<file path="config.mk">
export PLATFORM = sky130hd
export DESIGN_NAME = mul_div_unit
export DESIGN_NICKNAME = d
export VERILOG_FILES = /design/src/rtl/mul_div_unit.sv
export SDC_FILE = /design/constraint.sdc
export NUM_CORES = 1
export LEC_CHECK = 0
export ABC_AREA = 0
export CAP_MARGIN = 20
export CORE_MARGIN = 5
export CORE_UTILIZATION = 55
export DETAILED_ROUTE_END_ITERATION = 7
export PLACE_DENSITY = 0.75
export SYNTH_ARGS = -nofsm -noshare
export SYNTH_HDL_FRONTEND = slang
export SYNTH_SLANG_ARGS = --single-unit
export TNS_END_PERCENT = 50
</file>
<file path="constraint.sdc">
create_clock -name clk -period 6.22 [get_ports clk]
set_input_delay 0.622 -clock clk [delete_from_list [all_inputs] [get_ports clk]]
set_output_delay 0.622 -clock clk [all_outputs]
set_load 0.1 [all_outputs]
</file>
<file path="src/rtl/mul_div_unit.sv">
// Iterative RV32M-style multiply/divide unit: one result bit per clock,
// shift-add multiply and restoring divide, early exit on divide-by-zero
// and signed overflow.
//
// state | meaning
// IDLE  | ready for a request; in_ready high
// BUSY  | iterating, one product/quotient bit per edge
// DONE  | result held on result, out_valid high until out_ready
module mul_div_unit #(
  parameter int WIDTH = 32,
  parameter int CNT_W = $clog2(WIDTH) + 1
) (
  input  logic             clk,
  input  logic             rst_n,
  input  logic             in_valid,
  output logic             in_ready,
  input  logic [2:0]       op,
  input  logic [WIDTH-1:0] a,
  input  logic [WIDTH-1:0] b,
  input  logic             abort,
  output logic             out_valid,
  input  logic             out_ready,
  output logic [WIDTH-1:0] result
);

  localparam logic [2:0] OP_MUL    = 3'd0;
  localparam logic [2:0] OP_MULH   = 3'd1;
  localparam logic [2:0] OP_MULHSU = 3'd2;
  localparam logic [2:0] OP_MULHU  = 3'd3;
  localparam logic [2:0] OP_DIV    = 3'd4;
  localparam logic [2:0] OP_DIVU   = 3'd5;
  localparam logic [2:0] OP_REM    = 3'd6;

  localparam logic [WIDTH-1:0] MOST_NEG = {1'b1, {(WIDTH-1){1'b0}}};
  localparam logic [CNT_W-1:0] LAST_CNT = CNT_W'(WIDTH - 1);

  typedef enum logic [1:0] {IDLE, BUSY, DONE} state_t;

  state_t             state, state_nxt;
  logic [2:0]         op_q;
  logic [2*WIDTH-1:0] acc;        // {upper partial / remainder, multiplier / dividend}
  logic [WIDTH-1:0]   opnd;       // multiplicand or divisor magnitude
  logic [CNT_W-1:0]   count;
  logic               neg_q;      // negate product / quotient at the end
  logic               neg_r;      // negate remainder at the end
  logic               special_q;  // early-exit case; answer preloaded in acc low half

  logic               accept;
  logic               last_iter;

  // accept-time decode
  logic               sign_a, sign_b, div_zero, div_ovf, special;
  logic [WIDTH-1:0]   abs_a, abs_b, spec_val, lo_init;

  // iteration datapath
  logic [WIDTH:0]     mul_sum, rem_sh, div_diff;
  logic               div_q;
  logic [2*WIDTH-1:0] mul_step, div_step, step, prod_fix;
  logic [WIDTH-1:0]   quo_fix, rem_fix, final_res;

  assign accept    = (state == IDLE) && in_valid && !abort;
  assign last_iter = (count == LAST_CNT);

  // operand conditioning and special-case detection for the request on the inputs
  always_comb begin
    sign_a   = 1'b0;
    sign_b   = 1'b0;
    spec_val = '0;
    case (op)
      OP_MULH, OP_DIV, OP_REM: begin
        sign_a = a[WIDTH-1];
        sign_b = b[WIDTH-1];
      end
      OP_MULHSU: sign_a = a[WIDTH-1];
      default: ;
    endcase
    abs_a    = sign_a ? -a : a;
    abs_b    = sign_b ? -b : b;
    div_zero = op[2] && (b == '0);
    div_ovf  = ((op == OP_DIV) || (op == OP_REM)) && (a == MOST_NEG) && (b == '1);
    special  = div_zero || div_ovf;
    // op[1] separates REM/REMU from DIV/DIVU
    if (div_zero)
      spec_val = op[1] ? a : '1;
    else if (div_ovf)
      spec_val = op[1] ? '0 : a;
    if (special)
      lo_init = spec_val;
    else
      lo_init = op[2] ? abs_a : abs_b;
  end

  // one shift-add or restoring-divide step, plus final sign fix-up and selection
  always_comb begin
    mul_sum  = {1'b0, acc[2*WIDTH-1:WIDTH]} + (acc[0] ? {1'b0, opnd} : '0);
    mul_step = {mul_sum, acc[WIDTH-1:1]};
    rem_sh   = acc[2*WIDTH-1:WIDTH-1];
    div_diff = rem_sh - {1'b0, opnd};
    div_q    = ~div_diff[WIDTH];
    div_step = {div_q ? div_diff[WIDTH-1:0] : rem_sh[WIDTH-1:0], acc[WIDTH-2:0], div_q};
    step     = op_q[2] ? div_step : mul_step;
    prod_fix = neg_q ? -step : step;
    quo_fix  = neg_q ? -step[WIDTH-1:0] : step[WIDTH-1:0];
    rem_fix  = neg_r ? -step[2*WIDTH-1:WIDTH] : step[2*WIDTH-1:WIDTH];
    case (op_q)
      OP_MUL:                      final_res = prod_fix[WIDTH-1:0];
      OP_MULH, OP_MULHSU, OP_MULHU: final_res = prod_fix[2*WIDTH-1:WIDTH];
      OP_DIV, OP_DIVU:             final_res = quo_fix;
      default:                     final_res = rem_fix;
    endcase
  end

  // state register
  always_ff @(posedge clk or negedge rst_n) begin
    if (!rst_n)
      state <= IDLE;
    else
      state <= state_nxt;
  end

  // next-state and handshake outputs; abort wins over completion and out_ready
  always_comb begin
    state_nxt = state;
    in_ready  = 1'b0;
    out_valid = 1'b0;
    case (state)
      IDLE: begin
        in_ready = 1'b1;
        if (accept)
          state_nxt = BUSY;
      end
      BUSY: begin
        if (abort)
          state_nxt = IDLE;
        else if (special_q || last_iter)
          state_nxt = DONE;
      end
      DONE: begin
        out_valid = 1'b1;
        if (abort || out_ready)
          state_nxt = IDLE;
      end
      default: state_nxt = IDLE;
    endcase
  end

  // datapath registers: load on accept, iterate in BUSY, capture result on completion
  always_ff @(posedge clk or negedge rst_n) begin
    if (!rst_n) begin
      op_q      <= '0;
      acc       <= '0;
      opnd      <= '0;
      count     <= '0;
      neg_q     <= 1'b0;
      neg_r     <= 1'b0;
      special_q <= 1'b0;
      result    <= '0;
    end else if (accept) begin
      op_q      <= op;
      acc       <= {{WIDTH{1'b0}}, lo_init};
      opnd      <= op[2] ? abs_b : abs_a;
      count     <= '0;
      neg_q     <= sign_a ^ sign_b;
      neg_r     <= sign_a;
      special_q <= special;
    end else if ((state == BUSY) && !abort) begin
      if (special_q) begin
        result <= acc[WIDTH-1:0];
      end else begin
        acc <= step;
        if (last_iter)
          result <= final_res;
        else
          count <= count + CNT_W'(1);
      end
    end
  end

endmodule

</file>
==> reports/results.txt <==
Hold Buf Count CTS = 0
Startpoint Class = flip-flop
CORE AREA = 29870 µm²
worst-case reg-to-reg path depth = 22
synth-to-layout area growth = 11.70%
drt total wl = 71470 µm
final hold violation count = 0
FF-to-FF End = result[22]
buffers added on ports = 105
vias after detailed routing = 19410
routability cong. = 1.078
Inserted Clock Buffers = 17
drt pass-1 iters = 8
Post-CTS Setup Bufs = 0
Post-synth EDFFs = 0
ys flop type = dfrtp_1
worst reg2reg startpoint = acc[31]
CTS tree = done
Avg Synthesized Cell Area = 7.293 µm²
clock sinks = 142
clk buf depth = 2
RSZ-0062 raised after global routing = no
Cell Pwr Density = 490.2 nW/µm²
clock root buffer = clkbuf_16
synth unique cells = 104
Adder-Cell Fraction of Synth Area = 5.475%
I/O Pins = 106
placed insts = 2688
reg2reg setup slack = 0.27 ns
mux cell area share after synthesis = 3.126%
DRC violation count after routing = 0
Post-synth ARST share = 100.0%
Antenna Diode Count = 0
critical-path maximum fanout = 11
Synthesized Nets = 2438
vias in the first global route = 18240
post-cts resize count = 0
drt wl/cell = 26.28 µm
Global Route Usage Sum = 41.11%
post-DP HPWL = 54050 µm
mapped cell area = 16730 µm²
fmax = 168.0 MHz
NumNets Final = 2461
Synth Area in Simple Gates = 24.77%
initial antenna violation count = 4
first-pass GRT wire length = 108300 µm
status = complete, no violations
layout cells sized above 1 = 6.781%
die area = 34010 µm²
Hold Crit Class = input port to asynchronous set/reset pin
Clock Latency Late Sink = 0.47 ns
Max Cap Viol = 0
vias per cell = 7.136
Final Max Slew Viols = 0
Synthesis Warnings = 0
P_leak = 7.501 nW
WP data arrival = 6.28 ns
headroom to the max-slew limit = 24.84%
largest family of logic cells by synthesized area = compound AO/OA/AOI/OAI gates
Detail Route Antenna Nets = 0
Starting Density = 56.00%
DRT iter0 DRCs = 2942
die width = 184.4 µm
peak supply drop = 0.3212 mV
Gate Count Post-Synth = 2294
register bit total from synthesis = 142
largest net degree at the start of global routing = 95
WS Path Type = flip-flop to flip-flop
Die Ht = 184.4 µm
Min Clock Period, post-route = 5.951 ns
clock skew = 0.02109 ns
clock transition at the registers of the reported paths = 0.08 ns
fin crit share = 95.67%
Worst setup EP type = flip-flop
Synth Area in XOR/XNOR = 9.423%
CTS H-tree lvls = 4
Finish-stage setup viols = 0
sequential fraction of the synthesis area = 21.24%
Row Count = 63
CP required = 6.55 ns
post-synthesis compound-gate area fraction = 30.98%
Fillers = 2735
Slew @ Worst Pin = 1.127 ns
Overflow after GRT = 0
sum of negative setup slack = 0 ns
final std cells w/o fill = 2720
[critical path, stage by stage, from the launching register on]
cell and delay, ns:
dfrtp_1 0.46, inv_1 0.11, ha_1 0.20, inv_1 0.06, fa_1 0.42, a211oi_1 0.34, o211ai_2 0.20, nand4_2 0.28
a211oi_4 0.15, nor4_2 0.29, nor3_1 0.17, nor2_2 0.29, ha_1 0.28, and3_2 0.29, nand3_1 0.16, or2_2 0.36
or3_4 0.49, inv_1 0.18, nand4_1 0.21, o21ai_1 0.22, xnor2_1 0.08, a2111oi_0 0.45, o31ai_1 0.15
[layout make-up]
class                   count  area, µm²  area share, %
multi-input cells        1938      12370          66.22
flip-flops and latches    142       3557          19.04
repair buffers            154       1413          7.559
well taps                 390      488.0          2.611
clock buffers              17      425.4          2.277
inverters                  64      240.2          1.286
clock inverters            15      188.9          1.011
[worst max-delay path by stage]
stage / start / endpoint / slack (ns) / cells past startpoint
6_report: acc[31] / result[22] / 0.27 / 22
5_1_grt: acc[31] / result[22] / 0.01 / 22
4_1_cts: acc[31] / result[22] / 0.20 / 22
3_5_place_dp: acc[31] / result[22] / 0.20 / 22
3_3_place_gp: acc[31] / result[22] / 0.44 / 22
2_1_floorplan: acc[31] / result[26] / 0.92 / 25
[metrics by stage]
step | utilization (%) | setup WS, ns | hold slack [ns] | instance area (µm²) | power, mW
final | 62.55 | 0.2693 | 0.1876 | 18690 | 9.160
after global routing | 62.55 | 0.01409 | 0.2495 | 18690 | 9.566
after CTS | 62.50 | 0.2040 | 0.2790 | 18670 | 8.905
after detailed placement | 60.44 | 0.2037 | 0.4703 | 18060 | 7.791
after global placement | 60.40 | 0.4397 | 0.4687 | 18040 | 7.727
after floorplan | - | 0.9182 | 0.3264 | 16730 | 5.895
[power by group]
part	switching [mW]	internal, mW	leakage (nW)
logic	4.35	2.06	5.40
clock network	0.544	0.546	0.298
registers	0.427	1.23	1.80
total	5.32	3.84	7.50
[flip-flops by register name (all words and copies together), names as in the netlist]
name / cells
op_q: 3
state: 2
special_q: 1
neg_q: 1
count: 6
neg_r: 1
opnd: 32
acc: 64
result: 32
[synthesized netlist by cell type (33+ instances only)]
master | number | share of area [%]
nand2_1 | 286 | 6.4
dfrtp_1 | 142 | 21
o31ai_1 | 36 | 1.6
xor2_1 | 77 | 4.0
o21ai_0 | 247 | 7.4
ha_1 | 70 | 5.2
a221oi_1 | 33 | 1.7
and2_1 | 41 | 1.5
mux2i_1 | 41 | 2.5
nor2_1 | 170 | 3.8
a21oi_1 | 163 | 4.9
xnor2_1 | 103 | 5.4
clkbuf_1 | 120 | 2.7
inv_1 | 62 | 1.4
o211ai_1 | 57 | 2.6
nor3_1 | 56 | 1.7
nand3_1 | 79 | 2.4
[cells in the final DEF (no fill, tap or decap), drive strengths merged, types with 68 or more instances in the layout]
| cell type | instances |
|---|---|
| nand2 | 286 |
| o21ai | 257 |
| nor2 | 170 |
| a21oi | 164 |
| dfrtp | 142 |
| xnor2 | 103 |
| clkdlybuf4s50 | 103 |
| nand3 | 82 |
| xor2 | 77 |
| ha | 70 |
| inv | 68 |
[logic make-up after synthesis]
group,Yosys count
mux,51
simple gates,845
flops,142
compound gates,790
fa+ha+maj,72
xor+xnor,180
buf+inv,214
[metal layers]
metal	vias up	track usage [%]	wire length (µm)
li1	8544	-	-
met1	9098	53.65	26800
met4	2	20.97	4636
met3	300	11.43	9327
met2	1465	62.35	30690
met5	-	0	14
(Power assumes the default switching activity.)
==> edit, RTL diff (same settings) <==
Encoding of `state_t`: now one-hot (3 bits for 3 states).
--- a/src/rtl/mul_div_unit.sv
+++ b/src/rtl/mul_div_unit.sv
@@ -35,5 +35,5 @@
   localparam logic [CNT_W-1:0] LAST_CNT = CNT_W'(WIDTH - 1);
 
-  typedef enum logic [1:0] {IDLE, BUSY, DONE} state_t;
+  typedef enum logic [2:0] {IDLE = 3'b001, BUSY = 3'b010, DONE = 3'b100} state_t;
 
   state_t             state, state_nxt;
Function: same outputs for any inputs over 4 cycles, from zero or initial values and one cycle with rst_n low; so few cycles prove little.
==> edit against the unedited design <==
Synthesized cell count fell by 0.48%; power fell by 33%; sequential cell count rose by 1; critical path depth did not move; worst setup slack improved by 0.22 ns; final area rose by 0.92%; sequential power fell by 17%; synthesized area rose by 0.63%; sequential share of layout area barely moved; non-clock buffer count rose by 15; routed wire length fell by 2.0%; count of clock-buffer cells in the layout rose by 1; largest power group unchanged; highest routed layer is now met4.
==> edit: results (changes against the unedited design) <==
clock_area_frac: 0.0318  # -0.00109
drt_pass1_iterations: 7  # -1
synth_cell_types: 107  # +2.9%
ys_seq_area_frac: 0.213  # +0.000235
dp_slack_ns: 0.499  # +0.295 ns
grt_use_met3: 0.110  # -0.00429
grt_pass1_wl_um: 106000  # -2.1%
synth_fp_nets: 2427  # -0.45%
wl_met2_um: 28500  # -7.2%
multi_input_cells: 1922  # -0.83%
status: "finished, final reports clean"
multi_input_area_share: 0.657  # -0.00503
synth_common_cells: "nand2_1, o21ai_0, nor2_1, a21oi_1, dfrtp_1"
worstPathArrival_ns: 6.06  # -0.22 ns
final_cell_count_no_fill: 2730  # +0.37%
buffers: 169  # +9.7%
drtIter0Drc: 2727  # -7.3%
avgSynthCellArea_um2: 7.37  # +1.1%
bufAreaShareNonClock: 0.0811  # +0.00555
crit_family: "compound AO/OA/AOI/OAI gates"
vias_per_cell: 6.94  # -2.8%
hpwl_um: 54500  # +0.88%
n_fill_cell: 2798  # +2.3%
grt_pass1_vias: 17357  # -4.9%
routed.top_layer: "met4"
place_congestion: 1.07  # -0.48%
edit: final timing paths:
check | startpoint | slack (ns) | end | cells after the start
min reg2reg | result[4] | 0.48 | result[4] | 2
max | acc[31] | 0.49 | result[30] | 22
min | rst_n | 0.23 | result[24] | 1
max in group asynchronous | rst_n | 4.76 | acc[9] | 2
max reg2reg | acc[31] | 0.49 | result[30] | 22
min in group clk | result[4] | 0.48 | result[4] | 2
edit: cell families (layout without fill, tap and decap cells):
group | after synthesis | after routing | share of synthesized area
XOR/XNOR | 184 | 184 | 0.0957
adder cells (fa/ha/maj) | 72 | 72 | 0.0544
buffers and inverters | 218 | 269 | 0.0527
AO/OA/AOI/OAI | 800 | 800 | 0.317
multiplexers | 51 | 51 | 0.0315
flip-flops | 143 | 143 | 0.213
AND/OR/NAND/NOR | 815 | 815 | 0.236
edit: power breakdown:
| part | switching [W] | internal [W] |
|---|---|---|
| combinational | 0.00252 | 0.00112 |
| clock | 0.000494 | 0.000607 |
| sequential | 0.000254 | 0.00112 |
